==> config.mk <==
export PLATFORM = sky130hd
export DESIGN_NAME = blk_sched
export DESIGN_NICKNAME = d
export VERILOG_FILES = /design/src/rtl/blk_pkg.sv /design/src/rtl/blk_wrap_cnt.sv /design/src/rtl/blk_sched.sv
export SDC_FILE = /design/constraint.sdc
export NUM_CORES = 1
export LEC_CHECK = 0
export CAP_MARGIN = 20
export CORE_UTILIZATION = 50
export CTS_CLUSTER_SIZE = 12
export DETAILED_ROUTE_END_ITERATION = 12
export DONT_BUFFER_PORTS = 1
export HOLD_SLACK_MARGIN = 0.03
export SETUP_SLACK_MARGIN = 0.2
export SLEW_MARGIN = 20
export SYNTH_ARGS = -nofsm -noshare
export SYNTH_HDL_FRONTEND = slang
export SYNTH_SLANG_ARGS = --single-unit
==> constraint.sdc <==
create_clock -name clk_i -period 2.3 [get_ports clk_i]
set_input_delay 0.115 -clock clk_i [delete_from_list [all_inputs] [get_ports clk_i]]
set_output_delay 0.115 -clock clk_i [all_outputs]
set_load 0.02 [all_outputs]
==> src/rtl/blk_pkg.sv <==
// Shared constants and FSM encoding for the block scheduler.
// The width constants describe the default build (10x10 blocks of 30x30
// pixels); modules that take their own block geometry as parameters derive
// their widths with clog2_min1 so single-value counters still get one bit.
package blk_pkg;

  localparam int HBLKS_DEF = 10;
  localparam int VBLKS_DEF = 10;
  localparam int BLK_W_DEF = 30;
  localparam int BLK_H_DEF = 30;

  localparam int PX_W = $clog2(BLK_W_DEF);
  localparam int BX_W = $clog2(HBLKS_DEF + 1);
  localparam int LN_W = $clog2(BLK_H_DEF);
  localparam int BY_W = $clog2(VBLKS_DEF);

  typedef enum logic [1:0] {
    ST_IDLE   = 2'd0,
    ST_ACTIVE = 2'd1,
    ST_DONE   = 2'd2
  } state_t;

  // ceil(log2(v)) but never less than one bit
  function automatic int clog2_min1(input int v);
    int r;
    r = $clog2(v);
    return (r < 1) ? 1 : r;
  endfunction

endpackage

==> src/rtl/blk_wrap_cnt.sv <==
// Modulo-MAX counter used for the pixel, block, line and block-row counts.
// clr has priority over en; wrap is high in the cycle the count rolls from
// MAX-1 back to 0, so it can directly enable the next counter in the chain.
module blk_wrap_cnt
  import blk_pkg::*;
#(
  parameter int MAX = 4,
  parameter int W   = clog2_min1(MAX)
) (
  input  logic         clk_i,
  input  logic         rst_i,
  input  logic         en,
  input  logic         clr,
  output logic [W-1:0] q,
  output logic         wrap
);

  assign wrap = en && (q == W'(MAX - 1));

  // count register: clear, then advance/wrap on enable
  always_ff @(posedge clk_i) begin
    if (rst_i || clr) begin
      q <= '0;
    end else if (en) begin
      q <= wrap ? '0 : q + W'(1);
    end
  end

endmodule

==> src/rtl/blk_sched.sv <==
// Block scheduler: derives h_save / v_save / frame_done strobes from vs/de
// timing and delays the pixel stream by one cycle so each h_save_o lands on
// the last pixel of its block as seen on de_o/wd_o.
// Optional feature macro: BLK_SCHED_ERR_EN enables the sticky err_o timing
// check (bad line length, or vs edge in the middle of a frame). Without it
// err_o is tied low.
// This is a streaming block with no backpressure: every de_i cycle is a
// pixel that must be consumed, so there is no valid/ready handshake.
// dbg_state_o exposes the FSM state for observation.
module blk_sched
  import blk_pkg::*;
#(
  parameter int  HBLKS = 10,
  parameter int  VBLKS = 10,
  parameter int  BLK_W = 30,
  parameter int  BLK_H = 30,
  localparam int XO_W  = clog2_min1(HBLKS),
  localparam int YO_W  = clog2_min1(VBLKS)
) (
  input  logic            clk_i,
  input  logic            rst_i,
  input  logic            vs_i,
  input  logic            de_i,
  input  logic [23:0]     wd_i,
  output logic            de_o,
  output logic [23:0]     wd_o,
  output logic            h_save_o,
  output logic            v_save_o,
  output logic [XO_W-1:0] blk_x_o,
  output logic [YO_W-1:0] blk_y_o,
  output logic            frame_done_o,
  output logic            err_o,
  output logic [1:0]      dbg_state_o
);

  localparam int PXW = clog2_min1(BLK_W);
  localparam int BXW = clog2_min1(HBLKS + 1);
  localparam int LNW = clog2_min1(BLK_H);
  localparam int BYW = YO_W;

  state_t state_q, state_d;

  logic           vs_q;
  logic           vs_rise, de_rise, de_fall;
  logic           active;
  logic           line_ok_q;
  logic           line_live;
  logic           px_en, px_wrap;
  logic           ln_en, ln_wrap, by_wrap, bx_wrap;
  logic           bx_room;
  logic           v_hit, f_hit;
  logic           v_pend_q, f_pend_q;
  logic [PXW-1:0] px_q;
  logic [BXW-1:0] bx_q;
  logic [LNW-1:0] ln_q;
  logic [BYW-1:0] by_q;

  // de_o is de_i one cycle late, so it doubles as the edge-detect history
  assign vs_rise = vs_i && !vs_q;
  assign de_rise = de_i && !de_o;
  assign de_fall = !de_i && de_o;
  assign active  = (state_q == ST_ACTIVE);

  // Only lines whose de rise was seen inside ACTIVE count; the tail of a line
  // interrupted by a vs restart is ignored entirely.
  assign line_live = active && !vs_rise && (de_rise || line_ok_q);
  assign bx_room   = (bx_q < BXW'(HBLKS));
  assign px_en     = line_live && de_i && bx_room;
  assign ln_en     = active && !vs_rise && de_fall && line_ok_q;

  // px_wrap marks the last pixel of a block; add row/frame qualifiers
  assign v_hit = px_wrap && (bx_q == BXW'(HBLKS - 1)) && (ln_q == LNW'(BLK_H - 1));
  assign f_hit = v_hit && (by_q == BYW'(VBLKS - 1));

  blk_wrap_cnt #(.MAX(BLK_W), .W(PXW)) u_px (
    .clk_i (clk_i),
    .rst_i (rst_i),
    .en    (px_en),
    .clr   (vs_rise || de_fall),
    .q     (px_q),
    .wrap  (px_wrap)
  );

  // bx never reaches its own wrap point: it saturates at HBLKS via bx_room
  blk_wrap_cnt #(.MAX(HBLKS + 1), .W(BXW)) u_bx (
    .clk_i (clk_i),
    .rst_i (rst_i),
    .en    (px_wrap),
    .clr   (vs_rise || de_fall),
    .q     (bx_q),
    .wrap  (bx_wrap)
  );

  blk_wrap_cnt #(.MAX(BLK_H), .W(LNW)) u_ln (
    .clk_i (clk_i),
    .rst_i (rst_i),
    .en    (ln_en),
    .clr   (vs_rise),
    .q     (ln_q),
    .wrap  (ln_wrap)
  );

  blk_wrap_cnt #(.MAX(VBLKS), .W(BYW)) u_by (
    .clk_i (clk_i),
    .rst_i (rst_i),
    .en    (ln_wrap),
    .clr   (vs_rise),
    .q     (by_q),
    .wrap  (by_wrap)
  );

  logic unused_cnt;
  assign unused_cnt = ^{px_q, by_wrap, bx_wrap};

  // FSM state register
  always_ff @(posedge clk_i) begin
    if (rst_i) begin
      state_q <= ST_IDLE;
    end else begin
      state_q <= state_d;
    end
  end

  // FSM next state: any vs edge restarts; the frame-done strobe closes ACTIVE
  always_comb begin
    state_d = state_q;
    if (vs_rise) begin
      state_d = ST_ACTIVE;
    end else begin
      case (state_q)
        ST_IDLE:   state_d = ST_IDLE;
        ST_ACTIVE: if (f_pend_q) state_d = ST_DONE;
        ST_DONE:   state_d = ST_DONE;
        default:   state_d = ST_IDLE;
      endcase
    end
  end

  // edge history and per-line qualification flag
  always_ff @(posedge clk_i) begin
    if (rst_i) begin
      vs_q      <= 1'b0;
      line_ok_q <= 1'b0;
    end else begin
      vs_q <= vs_i;
      if (vs_rise) begin
        line_ok_q <= 1'b0;
      end else if (de_rise) begin
        line_ok_q <= active;
      end
    end
  end

  // registered outputs: delayed pixels, strobes and clamped block indices
  always_ff @(posedge clk_i) begin
    if (rst_i) begin
      de_o         <= 1'b0;
      wd_o         <= '0;
      h_save_o     <= 1'b0;
      v_save_o     <= 1'b0;
      frame_done_o <= 1'b0;
      v_pend_q     <= 1'b0;
      f_pend_q     <= 1'b0;
      blk_x_o      <= '0;
      blk_y_o      <= '0;
    end else begin
      de_o         <= de_i;
      wd_o         <= wd_i;
      h_save_o     <= px_wrap;
      v_pend_q     <= v_hit;
      f_pend_q     <= f_hit;
      v_save_o     <= v_pend_q && !vs_rise;
      frame_done_o <= f_pend_q && !vs_rise;
      blk_x_o      <= bx_room ? bx_q[XO_W-1:0] : XO_W'(HBLKS - 1);
      blk_y_o      <= by_q;
    end
  end

  assign dbg_state_o = state_q;

`ifdef BLK_SCHED_ERR_EN
  localparam int LINE_LEN = HBLKS * BLK_W;
  localparam int LLW      = clog2_min1(LINE_LEN + 2);

  logic [LLW-1:0] llen_q;
  logic           err_q;

  // line length counter (saturating one past nominal) and sticky error flag
  always_ff @(posedge clk_i) begin
    if (rst_i) begin
      llen_q <= '0;
      err_q  <= 1'b0;
    end else begin
      if (vs_rise || de_fall) begin
        llen_q <= '0;
      end else if (line_live && de_i && (llen_q != LLW'(LINE_LEN + 1))) begin
        llen_q <= llen_q + LLW'(1);
      end
      if ((vs_rise && active) || (ln_en && (llen_q != LLW'(LINE_LEN)))) begin
        err_q <= 1'b1;
      end
    end
  end

  assign err_o = err_q;
`else
  assign err_o = 1'b0;
`endif

endmodule

==> reports/qor.csv <==
stage,metric,value,unit
sta,fin_worst_skew,8.55,ps
cells_and_area,antenna_cells,0,
grt,grt_max_degree,38,
sta,tightest_slew,597,ps
floorplanning,die_x,69.1,um
sta,rsz0062_at_grt,false,
worst_setup_path,critical_path_class,register to register,
logic_synthesis,synth_top_area_frac,0.533,
cts,clock_sinks,60,
routing,totalWireLength,4.44,mm
power_and_ir_drop,vdd_drop_max,375,uV
routing,vias_per_cell,5.31,
placement,place_area,2290,um2
routing,first_iter_violations,52,
cells_and_area,drive_gt1_frac,0.0913,
cells_and_area,fillers,342,
sta,fin_setup_tns,0,ps
logic_synthesis,ys_top_cells_by_area,"dfxtp_1 (53%), nor2b_1 (8.6%), ha_1 (5.6%)",
placement,dpl.hpwl,2.81,mm
cells_and_area,instances_no_fill,315,
logic_synthesis,syn_area,2250,um2
worst_setup_path,startpoint_type,register,
grt,grt.total_usage,0.199,
worst_setup_path,cp-end-kind,register,
floorplanning,die_y,69.1,um
sta,setup_viol,0,
logic_synthesis,synthCells,223,
min_path,hold-path-endpoint,u_px.q[2],
cts,cts.clk_slew.worst_paths,70,ps
routing,num_vias,1673,
outcome,status,"finished, final reports clean",
worst_setup_path,cp_num_buf_inv,2,
floorplanning,pin_count,67,
logic_synthesis,ys_types,40,
routing,drc_errors,0,
cells_and_area,area_growth,25.4,%
power_and_ir_drop,finalPower,2.31,mW
sta,min_period_over_period,0.853,
floorplanning,start_util,0.518,
logic_synthesis,seq_area_frac_synth,0.533,
worst_setup_path,cp_max_fo,12,
worst_setup_path,r2r_cells,6,
worst_setup_path,r2r_start,dbg_state_o[1],
floorplanning,floorplan.rows,24,
worst_setup_path,arrival,2220,ps
cts,cts_resized,0,
floorplanning,die-area,4780,um2
min_path,min_path_cells,3,
min_path,min_from,de_i,
floorplanning,core,4350,um2
cts,clk_latency,320,ps
job,maxCapViolCount,0,
cts,cts_made_buffers,9,
cells_and_area,final_util,0.649,
logic_synthesis,synth_area_leader_cell,dfxtp_1,
cells_and_area,stdcell_area,2830,um2
worst_setup_path,rr_endpoint,u_px.q[3],
cells_and_area,nets,296,
logic_synthesis,syn_avg_cell_area,10.1,um2
sta,relSlewSlack,0.599,
cts,htree_levels,3,
grt,overflow,0,
min_path,hold_class,input pin to register,
worst_setup_path,cp.required,2560,ps
worst_setup_path,r2r_setup_slack,340,ps
cts,clockBufferDepth,2,
logic_synthesis,ys_ff_latch,60,
grt,grt_pass1_wl,7.51,mm
worst_setup_path,cp_common_cell,inv_1,
sta,slew_viol_final,0,
placement,gp_congestion,0.784,
routing,dr.pass1.iters,4,
logic_synthesis,synth_warnings,0,
sta,timing.fmax,510,MHz
grt,grt_pass1_vias,1650,
routing,wl_per_cell,14.1,um
cts,cts_tree,built,
worst_setup_path,cpPeakStageDelay,580,ps
routing,antenna_left,0,
worst_setup_path,path_cells,"inv_1, ha_1, inv_1, or4_4, or4_1, a21oi_1",
sta,finalHoldViolCount,0,
placement,dpl.cell_count,270,
placement,port_buffers,0,
worst_setup_path,cpLargestDelayFamily,simple AND/OR/NAND/NOR gates,
cts,root_buffer,clkbuf_8,
logic_synthesis,synth_fp_nets,261,
worst_setup_path,crit_slowest_cell,or4_4,
power_and_ir_drop,powerDensity,816,nW/um2
sta,layout_min_cycle_time,1960,ps
grt,grt_antenna_before_repair,0,
power_and_ir_drop,leakage,1.07,nW
==> routing by layer <==
| layer | GRT usage | share of wire | up-vias |
|---|---|---|---|
| met4 | 0.0884 | 0.011 | 0 |
| met1 | 0.239 | 0.46 | 777 |
| met5 | 0 | 0 | - |
| met3 | 0.0570 | 0.059 | 6 |
| met2 | 0.328 | 0.47 | 55 |
| li1 | - | - | 835 |
==> cell usage after synthesis (all sizes together) <==
cell / instances
dfxtp: 60
nor2b: 32
nor2: 18
a21oi: 11
ha: 10
inv: 9
nand2: 6
or3: 6
nand4: 5
nor3: 5
o21ai: 5
o31ai: 5
buf: 4
clkbuf: 4
mux2i: 4
nand2b: 4
nand3: 4
a211oi: 3
and3: 3
nand3b: 3
nor4: 3
or4: 3
and2: 2
and3b: 2
nor3b: 2
xnor2: 2
a311oi: 1
a32o: 1
a41oi: 1
and4: 1
conb: 1
o21a: 1
or4b: 1
xor2: 1
==> report_power, final <==
part / switching [mW] / internal [mW]
Combinational: 0.0546 / 0.0633
Clock: 0.410 / 0.671
Sequential: 0.0411 / 1.07
Total: 0.506 / 1.80
==> cell families after synthesis <==
| kind of cell | count (synthesis) | synth area share |
|---|---|---|
| AND/OR/NAND/NOR | 100 | 0.263 |
| flip-flops | 60 | 0.533 |
| AO/OA/AOI/OAI | 28 | 0.0800 |
| buffers and inverters | 17 | 0.0372 |
| adder cells (fa/ha/maj) | 10 | 0.0555 |
| multiplexers | 4 | 0.0178 |
| XOR/XNOR | 3 | 0.0117 |
| other | 1 | 0.00166 |
==> worst max-delay path by stage <==
stage,to,cells after the start,from,slack (ps)
6_report,u_px.q[3],6,dbg_state_o[1],340
5_1_grt,u_px.q[4],6,dbg_state_o[1],230
4_1_cts,u_px.q[3],6,dbg_state_o[1],280
3_5_place_dp,u_px.q[3],6,dbg_state_o[1],300
3_3_place_gp,u_px.q[3],6,dbg_state_o[1],350
2_1_floorplan,u_px.q[2],6,dbg_state_o[0],330
==> sequential cells by signal (all words and copies together) (netlist names), 2 cells and up <==
name and count:
blk_x_o 4, blk_y_o 4, u_px.q 5, dbg_state_o 2, u_by.q 4, wd_o 24
u_bx.q 4, u_ln.q 5
==> final cells by class <==
cell class	count	area, um2	share of cell area
inverter	9	33.8	0.0120
sequential	60	1200	0.425
clock buffer	11	151	0.0536
clock inverter	5	83.8	0.0297
multi-input combinational	146	968	0.343
tap	52	65.1	0.0230
timing repair buffer	32	323	0.114
==> timing repair <==
action / CTS / global route
setup buffers: 0 / 0
hold endpoints to repair: 40 / 0
endpoints found under the setup margin: 0 / 2
hold buffers: 29 / 0
==> worst min-delay path, cell delays in order <==
cell	delay, ps
nand2_1	50
or3_1	100
a21oi_1	60
==> per-stage QoR <==
step	hold slack (ps)	setup slack, ps
2_1_floorplan	198	330
3_3_place_gp	188	354
3_5_place_dp	189	304
4_1_cts	31.3	282
5_1_grt	52.6	227
6_report	51.6	339
==> cells in the final DEF, fill, tap and decap left out, types with 4 or more instances in the layout <==
cell type / Yosys / layout
mux2i_1: 4 / 4
nand3_1: 4 / 4
dlygate4sd3_1: 0 / 28
nor3_1: 5 / 5
inv_1: 9 / 9
nand2_1: 6 / 6
dfxtp_1: 60 / 60
nand4_1: 5 / 5
ha_1: 10 / 10
clkbuf_8: 0 / 11
nor2_1: 18 / 18
a21oi_1: 11 / 11
nand2b_1: 4 / 4
o21ai_0: 5 / 5
o31ai_1: 4 / 4
nor2b_1: 31 / 31
or3_1: 6 / 6
Note: power is estimated with default switching activity, not from simulation.
